**config.mk**
```make
export PLATFORM = sky130hd
export DESIGN_NAME = word_mem_bridge
export DESIGN_NICKNAME = d
export VERILOG_FILES = /design/src/rtl/word_mem_bridge_pkg.sv /design/src/rtl/word_mem_bridge_assembler.sv /design/src/rtl/word_mem_bridge.sv
export SDC_FILE = /design/constraint.sdc
export NUM_CORES = 1
export LEC_CHECK = 0
export CAP_MARGIN = 20
export CORE_ASPECT_RATIO = 0.5
export CORE_UTILIZATION = 40
export CTS_BUF_LIST = sky130_fd_sc_hd__clkbuf_16
export CTS_CLUSTER_DIAMETER = 80
export DETAILED_ROUTE_END_ITERATION = 6
export DONT_BUFFER_PORTS = 1
export PLACE_DENSITY = 0.66
export SYNTH_ARGS = -nofsm -noshare
export SYNTH_HDL_FRONTEND = slang
export SYNTH_HIERARCHICAL = 1
export SYNTH_SLANG_ARGS = --single-unit
```
**constraint.sdc**
```tcl
create_clock -name clk -period 3.2 [get_ports clk]
set_input_delay 0.32 -clock clk [delete_from_list [all_inputs] [get_ports clk]]
set_output_delay 0.32 -clock clk [all_outputs]
set_load 0.02 [all_outputs]
```
**src/rtl/word_mem_bridge_pkg.sv**
```systemverilog
// word_mem_bridge shared types.
// State encoding, access sizes and lane helpers.
package word_mem_bridge_pkg;

    typedef enum logic [1:0] {
        IDLE,
        XFER,
        TAIL,
        DONE
    } state_t;

    localparam logic SIZE_BYTE  = 1'b0;
    localparam logic SIZE_WORD  = 1'b1;
    localparam int   WORD_BYTES = 4;

    // Index of the final lane for an access size.
    function automatic logic [1:0] last_idx(input logic size);
        return (size == SIZE_WORD) ? 2'(WORD_BYTES - 1) : 2'd0;
    endfunction

    // Selects byte lane idx of a 32-bit word.
    function automatic logic [7:0] lane_byte(
        input logic [31:0] w,
        input logic [1:0]  idx
    );
        logic [7:0] b;
        unique case (idx)
            2'd0: b = w[7:0];
            2'd1: b = w[15:8];
            2'd2: b = w[23:16];
            default: b = w[31:24];
        endcase
        return b;
    endfunction

endpackage

```
**src/rtl/word_mem_bridge_assembler.sv**
```systemverilog
// byte_lane_assembler: gathers RAM read bytes into a word.
// Result includes the byte captured this cycle.
module byte_lane_assembler
    import word_mem_bridge_pkg::*;
#(
    parameter int SIGN_EXT_BYTE = 1
) (
    input  logic        clk,
    input  logic        rst,
    input  logic        cap_en,
    input  logic [1:0]  lane,
    input  logic [7:0]  rdata,
    input  logic        size,
    output logic [31:0] result
);

    logic [31:0] asm_q;
    logic [31:0] asm_d;
    logic        ext_bit;

    // Merge the incoming byte into its lane.
    always_comb begin
        asm_d = asm_q;
        if (cap_en) begin
            unique case (lane)
                2'd0: asm_d[7:0]   = rdata;
                2'd1: asm_d[15:8]  = rdata;
                2'd2: asm_d[23:16] = rdata;
                default: asm_d[31:24] = rdata;
            endcase
        end
    end

    // Assembly register.
    always_ff @(posedge clk) begin
        if (rst) begin
            asm_q <= '0;
        end else begin
            asm_q <= asm_d;
        end
    end

    // Pack word loads, extend byte loads.
    always_comb begin
        ext_bit = (SIGN_EXT_BYTE != 0) ? asm_d[7] : 1'b0;
        if (size == SIZE_WORD) begin
            result = asm_d;
        end else begin
            result = {{24{ext_bit}}, asm_d[7:0]};
        end
    end

endmodule

```
**src/rtl/word_mem_bridge.sv**
```systemverilog
// word_mem_bridge: 32-bit CPU port onto byte-wide RAM.
// Splits each access into 1 or 4 little-endian byte cycles.
module word_mem_bridge
    import word_mem_bridge_pkg::*;
#(
    parameter int ADDR_W        = 10,
    parameter int SIGN_EXT_BYTE = 1
) (
    input  logic              clk,
    input  logic              rst,
    input  logic              cpu_req,
    input  logic              cpu_we,
    input  logic              cpu_size,
    input  logic [31:0]       cpu_addr,
    input  logic [31:0]       cpu_wdata,
    output logic [31:0]       cpu_rdata,
    output logic              cpu_busy,
    output logic              cpu_done,
    output logic [ADDR_W-1:0] ram_addr,
    output logic [7:0]        ram_wdata,
    output logic              ram_we,
    input  logic [7:0]        ram_rdata
);

    state_t            state_q;
    state_t            state_d;
    logic [1:0]        idx_q;
    logic [ADDR_W-1:0] base_q;
    logic              we_q;
    logic              size_q;
    logic [31:0]       wdata_q;
    logic              cap_en;
    logic [1:0]        cap_lane;
    logic [31:0]       asm_result;
    logic              unused_addr_hi;

    assign unused_addr_hi = ^cpu_addr[31:ADDR_W];

    // Request latch, lane index, and load result register.
    always_ff @(posedge clk) begin
        if (rst) begin
            state_q   <= IDLE;
            idx_q     <= 2'd0;
            base_q    <= '0;
            we_q      <= 1'b0;
            size_q    <= SIZE_BYTE;
            wdata_q   <= '0;
            cpu_rdata <= '0;
        end else begin
            state_q <= state_d;
            unique case (state_q)
                IDLE: begin
                    if (cpu_req) begin
                        base_q  <= cpu_addr[ADDR_W-1:0];
                        we_q    <= cpu_we;
                        size_q  <= cpu_size;
                        wdata_q <= cpu_wdata;
                        idx_q   <= 2'd0;
                    end
                end
                XFER: begin
                    if (idx_q != last_idx(size_q)) begin
                        idx_q <= idx_q + 2'd1;
                    end
                end
                TAIL: begin
                    cpu_rdata <= asm_result;
                end
                default: begin
                end
            endcase
        end
    end

    // Next state, RAM drive and CPU handshake.
    always_comb begin
        state_d   = state_q;
        ram_addr  = '0;
        ram_wdata = 8'd0;
        ram_we    = 1'b0;
        cap_en    = 1'b0;
        cap_lane  = idx_q - 2'd1;
        cpu_busy  = 1'b0;
        cpu_done  = 1'b0;
        unique case (state_q)
            IDLE: begin
                if (cpu_req) begin
                    state_d = XFER;
                end
            end
            XFER: begin
                cpu_busy  = 1'b1;
                ram_addr  = base_q + ADDR_W'(idx_q);
                ram_we    = we_q & ~rst;
                ram_wdata = lane_byte(wdata_q, idx_q);
                if (!we_q && idx_q != 2'd0) begin
                    cap_en = 1'b1;
                end
                if (idx_q == last_idx(size_q)) begin
                    state_d = we_q ? DONE : TAIL;
                end
            end
            TAIL: begin
                cpu_busy = 1'b1;
                cap_en   = 1'b1;
                cap_lane = last_idx(size_q);
                state_d  = DONE;
            end
            DONE: begin
                cpu_busy = 1'b1;
                cpu_done = 1'b1;
                state_d  = IDLE;
            end
            default: begin
                state_d = IDLE;
            end
        endcase
    end

    byte_lane_assembler #(
        .SIGN_EXT_BYTE(SIGN_EXT_BYTE)
    ) u_asm (
        .clk   (clk),
        .rst   (rst),
        .cap_en(cap_en),
        .lane  (cap_lane),
        .rdata (ram_rdata),
        .size  (size_q),
        .result(asm_result)
    );

endmodule

```
==> metrics.md, run 1 <==
| Metric | Value |
|---|---|
| Outcome | `completed` |
| Clock sinks | `112` |
| Clock Skew | `0.00697 ns` |
| Clock-pin slew on the worst setup and hold paths | `0.07 ns` |
| Largest net degree at the start of global routing | `114` |
| Yosys warnings | `6` |
| Cts repair resizes | `0` |
| CTS Hold Bufs | `0` |
| Sequential Area | `2240 sq um` |
| Final Cell Area | `5280 sq um` |
| Crit-path slowest cell | `dfxtp_1` |
| Hold Crit Class | `in2reg` |
| Syn avg cell area | `8.81 sq um` |
| Kind of end point of the critical path | `flip-flop` |
| CORE AREA | `11900 sq um` |
| Critical Path Source | `idx_q[1]` |
| # IOs | `130` |
| RD Place Congestion | `0.813` |
| Area of the multi-input gates | `2440 sq um` |
| Pwr dens | `682 nW/um^2` |
| Die H | `80.7 um` |
| Clock tree buffer depth | `2` |
| Final wirelength | `10700 um` |
| CP most frequent cell | `nor2_1` |
| Max VDD drop | `0.326 mV` |
| Detail Placement HPWL | `7310 um` |
| Clock latency on the worst-skew pair | `0.34 ns` |
| Die area | `12900 sq um` |
| Fin. max-slew vios | `0` |
| Post-CTS Setup Inserts | `0` |
| WL/cell | `15.2 um` |
| Fin Hold WS | `0.0377 ns` |
| First-pass GRT wire length | `17100 um` |
| Commonest non-fill, non-tap cell in the layout | `dfxtp_1` |
| Total CTS buffers | `9` |
| Buf+Inv Stages, Crit Path | `2` |
| CP peak stage delay | `0.53 ns` |
| Area Growth Syn to Fin | `6.64%` |
| Final setup TNS | `0 ns` |
| Area after DPL | `4990 sq um` |
| Fillers | `1169` |
| Hold Violations, Final | `0` |
| DR vias | `3558` |
| Number of global-route vias before repair | `3282` |
| Post-route DRC | `0` |
| Total gr overflow | `0` |
| Detailed Route Iter0 Violations | `304` |
| Slew Limit Headroom | `40.8%` |
| Dpl cells | `688` |
| Worst setup SP type | `flip-flop` |
| Number of I/O port buffers | `0` |
| Most frequent cells in the layout | `dfxtp_1 (112), nand2_1 (102), nor2_1 (61)` |
| Net count, final | `623` |
| DR vias/cell | `5.05` |
| Seq/Total Area, Yosys | `45.3%` |
| # H-tree levels | `3` |
| RSZ-0062 raised after global routing | `false` |
| DRT Pass-1 Iters | `6` |
| Die width | `159 um` |
| Cells after Synth | `562` |
| Distinct cells, synth | `41` |
| CP Cell Sequence | `inv_1 -> ha_1 -> nor2_1 -> a21oi_1 -> nor2b_1 -> nor3b_2 -> mux2i_4 -> buf_12 -> o21ai_0 -> mux2i_1 -> nor2_1` |
| # rows | `28` |
| Detail Route Antenna Nets | `0` |
| Worst path depth | `11` |
| Final Util | `44.2%` |
| Final setup viols | `0` |
| Pleak | `2.08 nW` |
| Global-route usage over all layers | `16.9%` |
| Finished Layout Cells | `704` |
| CTS tree | `built` |
| Initial antenna violation count | `0` |
| Worst Path Required | `3.44 ns` |
| Critical Path AT | `2.98 ns` |
| Kind of critical path | `reg2reg` |
| Syn_nets | `651` |
| FF-to-FF path depth | `11` |
| CP max FO | `16` |
| Fin crit period | `2.73 ns` |
| Max-cap violations | `0` |
| Share of cells above drive strength 1 | `8.91%` |
| Worst slew pin tran | `0.887 ns` |
| Fmax | `366 MHz` |
| CTS root buffer | `clkbuf_16` |
| FF-to-FF Start | `idx_q[1]` |
| Synth Cell Area | `4950 sq um` |
| Starting Density | `41.5%` |
| Post-synthesis register bit count | `112` |
| Hold path cells | `1` |
| Hold Startpoint | `rst` |
| Family with the most delay on the worst path | `simple AND/OR/NAND/NOR gates` |
| Fin crit share | `85.5%` |
| ANT cells | `0` |
-- worst register-to-register path, stage by stage (launching register included) --
cell	delay [ns]
dfxtp_1	0.53
inv_1	0.12
ha_1	0.22
nor2_1	0.10
a21oi_1	0.08
nor2b_1	0.25
nor3b_2	0.36
mux2i_4	0.43
buf_12	0.20
o21ai_0	0.11
mux2i_1	0.18
nor2_1	0.05
-- routing by layer --
layer	track usage [%]	vias to the layer above	wire [um]
met5	0	-	0
li1	-	1819	-
met2	27.5	77	5080
met4	5.38	0	65
met1	21.4	1656	4870
met3	5.32	6	708
-- path summary, 6_finish.rpt --
kind / to / slack, ns
setup / recovery: cpu_rdata[8] / 0.47
hold / removal: cpu_rdata[10] / 0.04
setup reg to reg: cpu_rdata[8] / 0.47
hold reg to reg: wdata_q[22] / 0.46
-- metrics by stage --
step | worst slack [ns] | total power (W)
2_1_floorplan | 0.749 | 0.00240
3_3_place_gp | 0.529 | 0.00253
3_5_place_dp | 0.482 | 0.00256
4_1_cts | 0.457 | 0.00365
5_1_grt | 0.214 | 0.00382
6_report | 0.465 | 0.00360
-- area by class of cell --
class	instances	share of cell area, %
flip-flops and latches	112	42.4
inverters	8	0.568
repair buffers	8	1.37
multi-input cells	395	46.2
well taps	165	3.91
clock inverters	7	1.26
clock buffers	9	4.26
-- synthesized netlist by cell type (all sizes together) --
cell type,count,area (sq um)
xnor2,3,26.3
a21boi,3,22.5
dfxtp,112,2240
nor2b,11,68.8
and2,16,100
o21bai,1,7.51
and2b,2,15.0
mux2,8,90.1
buf,23,154
a22oi,1,7.51
a31oi,1,6.26
a222oi,8,80.1
a2111oi,1,8.76
and3,1,6.26
or3,4,30.0
nand3b,2,15.0
nor3,1,5.00
ha,11,138
a21oi,47,235
nand3,6,40.0
o21ai,36,218
fa,1,20.0
o31ai,1,7.51
nor3b,1,12.5
nand2,102,383
nor2,61,229
nor4,1,6.26
o221ai,1,15.0
xor2,3,26.3
clkbuf,24,90.1
inv,8,30.0
mux2i,59,603
nand2b,1,6.26
a221oi,1,8.76
-- registers in the layout, summed over array words and instances (netlist names) --
register,cells
cpu_rdata,32
u_asm/asm_q,32
wdata_q,32
base_q,10
idx_q,2
state_q,2
size_q,1
we_q,1
-- report_power, final --
| group | internal [W] | switching, W | total [W] |
|---|---|---|---|
| logic | 0.000329 | 0.000573 | 0.000902 |
| clock network | 0.000545 | 0.000535 | 0.00108 |
| registers | 0.00153 | 0.0000928 | 0.00162 |
-- kinds of logic (layout without fill, tap and decap cells) --
group | count (synthesis) | in the layout | synth area share, %
compound gates | 101 | 101 | 12.5
xor+xnor | 6 | 6 | 1.06
fa+ha+maj | 12 | 12 | 3.18
buf+inv | 55 | 32 | 5.53
flops | 112 | 112 | 45.3
mux | 67 | 67 | 14.0
simple gates | 209 | 209 | 18.5
Note: power is estimated with default switching activity, not from simulation.
==> inputs of run 2 (changes only) <==
- BUFFER_PORTS_ARGS: default -> -buffer_cell sky130_fd_sc_hd__buf_4
- DONT_BUFFER_PORTS: 1 -> default
- PLACE_DENSITY: 0.66 -> 0.75
==> run 2 against run 1 <==
  * Clock power rose by 8%
  * Total power rose by 5.9%
  * Die area unchanged
  * Setup slack worse by 0.11 ns
  * Critical path type unchanged
  * First-iteration DRC count up 18%
  * Combinational power is 14% higher
==> metrics.md, run 2 (synthesis gave the netlist of run 1 again) <==
| Metric | Value |
|---|---|
| Outcome | `completed` |
| Cts repair resizes | `0 (unchanged)` |
| Final setup TNS | `0 ns (unchanged)` |
| # rows | `28 (unchanged)` |
| Starting Density | `41.5% (unchanged)` |
| Largest net degree at the start of global routing | `73 (-36%)` |
| Die width | `159 um (unchanged)` |
| Kind of critical path | `reg2reg` |
| CORE AREA | `11900 sq um (unchanged)` |
| WL/cell | `13.8 um (-9.2%)` |
| # H-tree levels | `3 (unchanged)` |
| CTS root buffer | `clkbuf_16` |
| CTS tree | `built` |
| Total CTS buffers | `9 (unchanged)` |
| Fin Hold WS | `0.214 ns (+0.176 ns)` |
| Detailed Route Iter0 Violations | `359 (+18%)` |
| Final setup viols | `0 (unchanged)` |
| Clock sinks | `112 (unchanged)` |
| Global-route usage over all layers | `18.1% (+1.2 points)` |
| Fin crit share | `88.9% (+3.4 points)` |
| Number of I/O port buffers | `107 (+107)` |
| Fin. max-slew vios | `0 (unchanged)` |
| Fmax | `352 MHz (-3.8%)` |
| Worst R2R Setup Slack | `0.36 ns (-0.11 ns)` |
| Final wirelength | `11200 um (+4.7%)` |
| Area Growth Syn to Fin | `23.2%` |
| Worst Path Required | `3.41 ns (-0.03 ns)` |
| RD Place Congestion | `0.820 (+0.85%)` |
| Pwr dens | `624 nW/um^2 (-8.4%)` |
| Worst slew pin tran | `0.880 ns (-0.00624 ns)` |
| Clock-pin slew on the worst setup and hold paths | `0.08 ns (about the same)` |
| DRT Pass-1 Iters | `7 (+1)` |
| Pleak | `2.64 nW (+27%)` |
| RSZ-0062 raised after global routing | `false` |
| Die area | `12900 sq um (unchanged)` |
| CP max FO | `15 (-1)` |
| Clock tree buffer depth | `2 (unchanged)` |
| CTS Hold Bufs | `0 (unchanged)` |
| Max-cap violations | `0 (unchanged)` |
| Commonest non-fill, non-tap cell in the layout | `buf_4` |
| Detail Route Antenna Nets | `0 (unchanged)` |
| Hold Crit Class | `in2reg` |
| Total gr overflow | `0 (unchanged)` |
| Post-CTS Setup Inserts | `0 (unchanged)` |
| Hold Violations, Final | `0 (unchanged)` |
| # IOs | `130 (unchanged)` |
| Most frequent cells in the layout | `buf_4 (116), dfxtp_1 (112), nand2_1 (102)` |
| Clock latency on the worst-skew pair | `0.35 ns (about the same)` |
| Net count, final | `731 (+17%)` |
| Critical Path AT | `3.06 ns (+0.08 ns)` |
| Die H | `80.7 um (unchanged)` |
| Number of global-route vias before repair | `3780 (+15%)` |
| Detail Placement HPWL | `7620 um (+4.2%)` |
| Initial antenna violation count | `0 (unchanged)` |
| Fin crit period | `2.84 ns (+0.109 ns)` |
| Worst setup SP type | `flip-flop` |
| Post-route DRC | `0 (unchanged)` |
| Slew Limit Headroom | `41.2% (+0.42 points)` |
| Fillers | `1128 (-3.5%)` |
| Kind of end point of the critical path | `flip-flop` |
| Clock Skew | `0.00972 ns (+0.00275 ns)` |
| First-pass GRT wire length | `18400 um (+7.8%)` |
| Share of cells above drive strength 1 | `24.3% (+15 points)` |
| Max VDD drop | `0.290 mV (-11%)` |
| DR vias | `4041 (+14%)` |
| ANT cells | `0 (unchanged)` |
| Top Registers | `cpu_rdata: 32 flops, u_asm/asm_q: 32 flops, wdata_q: 32 flops` |
| DR vias/cell | `4.98 (-1.5%)` |
## run 2: cell types whose count changed in the layout (fill, tap and decap cells not counted), sizes merged
cell	delta
clkinvlp	-1
buf	+108
bufinv	+1
## run 2: layout make-up
class                           instances  area [sq um]  area share, %
Timing Repair Buffer                  116           871           14.3
Clock inverter                          7          90.1           1.48
Tap cell                              165           206           3.38
Sequential cell                       112          2240           36.7
Inverter                                8          30.0          0.492
Clock buffer                            9           225           3.69
Multi-Input combinational cell        395          2440           40.0
## run 2: worst max-delay path, stage by stage, from the launching register on
cell and delay, ns:
dfxtp_1 0.34, inv_1 0.06, ha_1 0.34, nor2_1 0.15
a21oi_1 0.08, nor2b_1 0.27, nor3b_2 0.36, mux2i_4 0.41
buf_4 0.31, o21ai_0 0.15, mux2i_1 0.19, nor2_1 0.05
## run 2: routing by layer
layer	up-vias	global-route usage [%]	part of all wire [%]
li1	2035	-	-
met1	1901	22.9	48
met2	95	31.1	47
met3	10	3.77	4.1
met4	0	5.77	0.96
met5	-	0	0
## run 2: final timing paths
path	start	to	cells past startpoint
setup / recovery	idx_q[0]	cpu_rdata[23]	11
setup reg to reg	idx_q[0]	cpu_rdata[23]	11
hold / removal	cpu_wdata[22]	wdata_q[22]	3
hold reg to reg	wdata_q[5]	wdata_q[5]	2
## run 2: power breakdown
part | total (W) | internal (W) | switching [W]
sequential | 0.00162 | 0.00153 | 0.0000908
clock | 0.00117 | 0.000625 | 0.000542
combinational | 0.00103 | 0.000410 | 0.000617
## run 2: metrics by stage
stage               cells  instance area, sq um  utilization, %  total power [W]  setup WS [ns]
floorplan             562                  4950               -          0.00240          0.749
global placement      796                  5790            48.5          0.00265          0.497
detailed placement    796                  5790            48.5          0.00268          0.423
CTS                   812                  6100            51.1          0.00386          0.352
global route          812                  6100            51.1          0.00403          0.145
finish                812                  6100            51.1          0.00381          0.356
